<file path="config.mk">
export PLATFORM = sky130hd
export DESIGN_NAME = alu_arbiter
export DESIGN_NICKNAME = d
export VERILOG_FILES = /design/src/rtl/alu_arbiter.sv
export SDC_FILE = /design/constraint.sdc
export NUM_CORES = 1
export LEC_CHECK = 0
export BUFFER_PORTS_ARGS = -buffer_cell sky130_fd_sc_hd__buf_4
export CORE_MARGIN = 4
export CORE_UTILIZATION = 43
export DETAILED_ROUTE_END_ITERATION = 6
export PLACE_DENSITY = 0.8
export SLEW_MARGIN = 0
export SYNTH_ARGS = -nofsm -noshare
export SYNTH_HDL_FRONTEND = slang
export SYNTH_SLANG_ARGS = --single-unit
export TNS_END_PERCENT = 5
</file>
<file path="constraint.sdc">
create_clock -name clk -period 1.7 [get_ports clk]
set_input_delay 0.34 -clock clk [delete_from_list [all_inputs] [get_ports clk]]
set_output_delay 0.34 -clock clk [all_outputs]
set_load 0.005 [all_outputs]
</file>
<file path="src/rtl/alu_arbiter.sv">
// alu_arbiter: two-requester round-robin front end that sequences one shared combinational ALU.
// Define ALU_ARB_STATS_EN to add saturating per-requester grant counters (grant_cnt0/grant_cnt1).
module alu_arbiter #(
  parameter int WIDTH = 32
) (
  input  logic             clk,
  input  logic             rst_n,
  input  logic             req0_valid,
  output logic             req0_ready,
  input  logic [WIDTH-1:0] req0_a,
  input  logic [WIDTH-1:0] req0_b,
  input  logic [3:0]       req0_aluc,
  input  logic             req1_valid,
  output logic             req1_ready,
  input  logic [WIDTH-1:0] req1_a,
  input  logic [WIDTH-1:0] req1_b,
  input  logic [3:0]       req1_aluc,
  output logic [WIDTH-1:0] alu_a,
  output logic [WIDTH-1:0] alu_b,
  output logic [3:0]       alu_aluc,
  input  logic [WIDTH-1:0] alu_r,
  input  logic             alu_zero,
  input  logic             alu_negative,
  input  logic             alu_carry,
  input  logic             alu_overflow,
  output logic             rsp_valid,
  input  logic             rsp_ready,
  output logic             rsp_id,
  output logic [WIDTH-1:0] rsp_r,
  output logic [3:0]       rsp_flags
`ifdef ALU_ARB_STATS_EN
  ,
  output logic [15:0]      grant_cnt0,
  output logic [15:0]      grant_cnt1
`endif
);

  typedef enum logic [1:0] {IDLE, EXEC, RESP} state_t;

  state_t           state_reg;
  logic             last_grant_reg;
  logic             grant_next;
  logic             accept;
  logic [1:0]       ready_vec;
  logic [WIDTH-1:0] sel_a;
  logic [WIDTH-1:0] sel_b;
  logic [3:0]       sel_aluc;

  // On a tie the requester that lost last time wins; otherwise the lone requester wins.
  always_comb begin
    grant_next = 1'b0;
    if (req0_valid && req1_valid) begin
      grant_next = ~last_grant_reg;
    end else if (req1_valid) begin
      grant_next = 1'b1;
    end
  end

  assign accept   = (state_reg == IDLE) && (req0_valid || req1_valid);
  assign sel_a    = grant_next ? req1_a    : req0_a;
  assign sel_b    = grant_next ? req1_b    : req0_b;
  assign sel_aluc = grant_next ? req1_aluc : req0_aluc;

  genvar gi;
  generate
    for (gi = 0; gi < 2; gi++) begin : gen_ready
      assign ready_vec[gi] = accept && (grant_next == 1'(gi));
    end
  endgenerate

  assign req0_ready = ready_vec[0];
  assign req1_ready = ready_vec[1];

  always_ff @(posedge clk or negedge rst_n) begin
    if (!rst_n) begin
      state_reg      <= IDLE;
      last_grant_reg <= 1'b1;
      alu_a          <= '0;
      alu_b          <= '0;
      alu_aluc       <= '0;
      rsp_id         <= 1'b0;
      rsp_r          <= '0;
      rsp_flags      <= '0;
      rsp_valid      <= 1'b0;
    end else begin
      case (state_reg)
        IDLE: begin
          if (accept) begin
            alu_a          <= sel_a;
            alu_b          <= sel_b;
            alu_aluc       <= sel_aluc;
            rsp_id         <= grant_next;
            last_grant_reg <= grant_next;
            state_reg      <= EXEC;
          end
        end
        EXEC: begin
          // ALU has had a full cycle to settle from the operand registers.
          rsp_r     <= alu_r;
          rsp_flags <= {alu_zero, alu_negative, alu_carry, alu_overflow};
          rsp_valid <= 1'b1;
          state_reg <= RESP;
        end
        RESP: begin
          if (rsp_ready) begin
            rsp_valid <= 1'b0;
            state_reg <= IDLE;
          end
        end
        default: state_reg <= IDLE;
      endcase
    end
  end

`ifdef ALU_ARB_STATS_EN
  logic [15:0] cnt_vec [2];

  generate
    for (gi = 0; gi < 2; gi++) begin : gen_stats
      logic [15:0] cnt_reg;
      always_ff @(posedge clk or negedge rst_n) begin
        if (!rst_n) begin
          cnt_reg <= '0;
        end else if (ready_vec[gi] && (cnt_reg != 16'hFFFF)) begin
          cnt_reg <= cnt_reg + 16'd1;
        end
      end
      assign cnt_vec[gi] = cnt_reg;
    end
  endgenerate

  assign grant_cnt0 = cnt_vec[0];
  assign grant_cnt1 = cnt_vec[1];
`endif

endmodule

</file>
---- After elaboration in Yosys (flattened, before gate mapping) ----
Index checks and enable logic that the tools add are counted.
storage, ports and cells
  register bits ........................... 109
  latch bits .............................. 0
  RAM bits ................................ 0
  ROM bits ................................ 0
  input bits .............................. 177
  output and inout bits ................... 108
  word-level logic and storage cells ...... 35
  memories kept ........................... 0
operators by class
  $add $sub $neg .......................... 0
  multipliers ............................. 0
  divide/modulo/power cells ............... 0
  $lt $le $gt $ge ......................... 0
  equal/unequal tests ..................... 4
  shifts and indexed selects .............. 0
  mux-type cells .......................... 10
  bitwise logic cells ..................... 2
  reductions and logical operators ........ 10
operators by type and width
  cell                number
  $mux 32             2
  $pmux 2 s3          1
  $reduce_and 2->1    3
  $logic_and 1x1->1   4
  $mux 2              2
  $mux 4              1
  $ne 2x2->1 const B  2
  $mux 1              3
  $eq 2x1->1 const B  1
  $eq 2x2->1 const B  1
  $logic_not 2->1     1
  $not 1->1           2
  $pmux 1 s2          1
  $reduce_bool 2->1   1
  $logic_or 1x1->1    1

---- Longest topological paths before layout ----
  depth after elaboration ................. 4
  gate-level depth with buffers ........... 6
  gate-level depth less buffers ........... 3

---- Worst setup path before layout ----
Ideal clock, no wire load.
  kind .................................... register to register
  start ................................... reg state_reg[0]
  end ..................................... reg alu_a[0]
  setup time .............................. 126 ps
  data arrival time ....................... 1397 ps
  data required time ...................... 1574 ps
  path slack .............................. 177 ps
  cell stages (with the launch flop) ...... 7
  buffers on the path ..................... 3
  clock period less this slack ............ 1523 ps
  cells stage by stage .................... dfrtp_1 > or2_1 > clkbuf_2 > buf_6 > buf_6 > o21a_1 > a221o_1
on the way
  longest elaborated chain between the ends .. 3
ends and longest elaborated chain
  what                                   RTL line  RTL
  from (decl)                            40        state_t state_reg;
  from (signal assigned)                 76        state_reg <= IDLE;
  from (signal assigned)                 94        state_reg <= EXEC;
  from (signal assigned)                 102       state_reg <= RESP;
  $logic_not 2->1 (*)                    59, 86
  $logic_and 1x1->1                      59        assign accept = (state_reg == IDLE) && (req0_valid || req1_valid);
  $reduce_and 2->1 (no source line) (*)  n/a
  to (signal assigned)                   89        alu_a <= sel_a;
  to (decl)                              18        output logic [WIDTH-1:0] alu_a,
Every way passes the cells marked *; elsewhere a longest branch is shown, timed or not.
A chain may end at the register's enable or synchronous reset.

---- Final worst setup path ----
  start ................................... reg state_reg[0]
  end ..................................... out req1_ready
on the way
  longest elaborated chain between the ends .. 3
ends and longest elaborated chain
  what               RTL line  RTL
  $logic_not 2->1    59
  $logic_and 1x1->1  59
  $logic_and 1x1->1  67        assign ready_vec[gi] = accept && (grant_next == 1'(gi));
  to (decl)          14        output logic req1_ready,
Every way passes these cells.

==> flow_results.org <==
** Yosys
- Summed over its instances, the top area cell type makes up 58.7% of the synthesized netlist area.
- Number of warnings printed during yosys synthesis :: 0
- The number of nets handed over by synthesis was 511.
- Yosys mapped the design onto 22 distinct sky130hd cell types.
- The synthesized design spends more area on one cell type than any other, namely dfrtp_1.
- Summing the sequential cell areas from Yosys gives 59.3% of the chip area.
- Synthesis inferred 109 register bits.
- Each instance of the synthesized netlist takes up on average 13.8 µm².
- Cells after Synth :: 334
- Summing every instance area after synthesis gives 0.00460 mm².
- Yosys attributes the largest share of cell area to dfrtp_1 59%, a221o_1 15%, o21a_1 11%.

** Worst setup path
- Largest driver fanout on the critical path :: 5
- Family with the most delay on the worst path :: flip-flops
- STA classifies the critical path endpoint as a primary output.
- The signal on the critical path passes through nor2_4 -> and3_4 -> buf_4.
- Counting both buffers and inverters, the worst setup path holds a total of 1.
- At the worst endpoint, the arrival time is 1.31 ns.
- Slowest cell on the critical path :: dfrtp_2
- STA puts the critical path data required time at 1.36 ns.
- Startpoint-to-endpoint class of the critical path :: reg2out
- The largest single stage delay on the critical path is 0.46 ns.
- Startpoint types :: register

** Power
- The analysis attributes to cell leakage a power of 3.49 nW.
- Power per cell area :: 1730 mW/mm²
- Worst IR Drop VDD :: 0.000792 V

** Die
- Placeable core region :: 0.0104 mm²
- The die covers 0.0124 mm².
- Row generation in the floorplan step produced 37 rows.
- Starting density of the core :: 44.4%
- Die span in y :: 111 µm
- I/O pin count :: 285
- The die is 111 µm wide.

** GRT
- Initial antenna violation count :: 0
- The first global-routing pass estimated 22500 µm of wire.
- Largest net degree at the start of global routing :: 110
- Via count of the first global-routing pass :: 4253
- In the global route stage, overall resource usage came out at 22.5%.
- Sum of overflow across all layers after global routing :: 0

** Timing
- Final Slew Violations :: 0
- Min setup slack post-route :: 0.0498 ns
- Counting I/O delays and the setup requirement, the final critical path takes 1.65 ns.
- Setup repair after global routing could not meet its margin everywhere.
- Timing would allow up to 606 MHz.
- Worst max-slew margin expressed relative to the limit :: 52.6%
- Transition time of the tightest slew-check pin :: 0.709 ns
- Fraction of the cycle the final worst path needs :: 97.1%
- On the final layout, the worst clock skew is 0.0124 ns.
- Final hold viol count :: 0
- Final setup fails :: 0

** Route
- Before antenna repair, the detailed router went through 6 iterations.
- Residual DRC :: 0
- The detail route stage leaves a number of antenna-violating nets equal to 0.
- WL per Instance :: 18.9 µm
- Via-per-instance ratio :: 5.46
- After the first detailed-routing iteration, the DRC count stood at 235.
- For this block, the routed nets add up to 14200 µm of wire.
- Vias after detailed routing :: 4085

** Placed design
- Port buffering added 284 buffers.
- Worst slack after detailed placement :: 0.0120 ns
- Weighted congestion at the end of routability-driven global placement :: 0.795
- After detailed placement, the design holds a cell count of 728.
- After detailed placement, the total cell area comes to 0.00690 mm².
- Once detailed placement completed, the half-perimeter wirelength came to 10500 µm.

** Run status
- Outcome :: complete, no violations

** Layout
- For this run, the post-layout net count is 784.
- Of the cells placed in the final design, the portion with a size suffix greater than 1 is 52.6%.
- Final non-filler cell area :: 0.00715 mm²
- Registers with the most flip-flops :: alu_a (32), alu_b (32), rsp_r (32)
- The finished layout holds 748 standard cells, fillers aside.
- Area growth from synthesis to final layout :: 55.4%
- Ant. Diodes :: 0

** Clock tree
- Number of buffers between clock root and the deepest sink :: 2
- The later pin in the worst-skew pair is clocked with a latency of 0.37 ns.
- The tree built by TritonCTS fans out to 109 sinks.
- CTS placed an instance of clkbuf_8 at the clock tree root.
- After clock tree synthesis, the clock-pin slew on the worst setup and hold paths is 0.10 ns.
- The clock tree synthesis step divided the H-tree into 3 levels.
- Clock tree synthesis inserted a total of 9 buffers.
- TritonCTS built the clock tree.

** Hold path
- Hold Crit Class :: in2async

** Job
- Across the run, the number of max-cap violations was 0.
==> cells in the mapped netlist, drive strengths merged <==
cell	n
a21o	2
a21oi	2
a221o	68
and3	2
buf	22
clkbuf	13
dfrtp	108
dfstp	1
inv	2
mux2	36
nand2	2
nand2b	1
nor2	2
nor2b	1
nor3b	1
o21a	68
o21ai	1
or2	2
==> metal layers <==
metal	global-route usage (%)	up-vias	share of wire, %
met5	0	-	0
met4	10.3	0	3.3
met3	6.25	33	8.5
met2	37.6	223	50
met1	27.0	1981	38
li1	-	1848	-
==> path summary, 6_finish.rpt <==
check                                    startpoint               endpoint  slack (ns)  cells past startpoint
max                        state_reg[0]$_DFFE_PN0P_             req1_ready        0.05                      3
min                                           rst_n  rsp_r[20]$_DFFE_PN0P_        0.03                      2
max reg2reg                state_reg[0]$_DFFE_PN0P_  alu_b[22]$_DFFE_PN0P_        0.08                      4
min reg2reg                   rsp_r[30]$_DFFE_PN0P_  rsp_r[30]$_DFFE_PN0P_        0.49                      1
max in group asynchronous                     rst_n   alu_b[5]$_DFFE_PN0P_        1.22                      2
min in group clk                           alu_r[9]   rsp_r[9]$_DFFE_PN0P_        0.18                      2
==> cell type report <==
class,count,area (µm²)
fillers,744,3220
flip-flops and latches,109,2730
repair buffers,297,2320
multi-input cells,188,1720
well taps,136,170
clock buffers,10,138
clock inverters,6,68.8
inverters,2,7.51
==> layout by cell type, fill, tap and decap left out <==
cell / instances
buf_12: 7
clkbuf_8: 10
dfrtp_1: 106
clkinvlp_4: 1
o21a_1: 68
or2_1: 1
a21oi_1: 2
inv_1: 2
a21o_1: 2
or2_2: 1
nor3b_1: 1
dfstp_2: 1
mux2_1: 36
clkinv_4: 1
and3_4: 2
buf_4: 290
a221o_1: 68
bufinv_16: 1
nand2_1: 2
clkinv_2: 1
dfrtp_2: 2
nor2b_4: 1
o21ai_1: 1
inv_6: 2
nor2_4: 2
nand2b_1: 1
==> kinds of logic after synthesis <==
group                  Yosys count  share of synthesized area (%)
multiplexers                    36                           8.81
buffers and inverters           37                           4.08
AND/OR/NAND/NOR                 11                           1.30
flip-flops                     109                           59.3
AO/OA/AOI/OAI                  141                           26.5
==> worst reg2reg max path: cells and delay by family, from the launching register on <==
kind                   cells  cell delay, ns
AO/OA/AOI/OAI              2            0.49
flip-flops                 1            0.46
AND/OR/NAND/NOR            1            0.36
buffers and inverters      1            0.19
==> power by group <==
part / switching, mW / internal [mW]
Clock: 0.868 / 0.732
Sequential: 0.772 / 3.90
Combinational: 2.40 / 3.69
==> what timing repair did <==
item	4_1_cts	5_1_grt
resized for setup	4	2
buffers inserted	0	4
pin swaps	0	2
endpoints found under the setup margin	2	2
hold buffers	0	0
==> metrics by stage <==
stage	power, mW	util [%]	setup TNS, ns	hold slack, ns
after floorplan	7.57	-	0	0.0444
after global placement	10.6	66.5	0	0.457
after detailed placement	10.8	66.5	0	0.471
after CTS	12.4	68.6	0	0.0590
after global routing	13.2	69.0	-0.0124	0.0582
final	12.4	69.0	0	0.0281
Power figures use the tool's default switching activity.
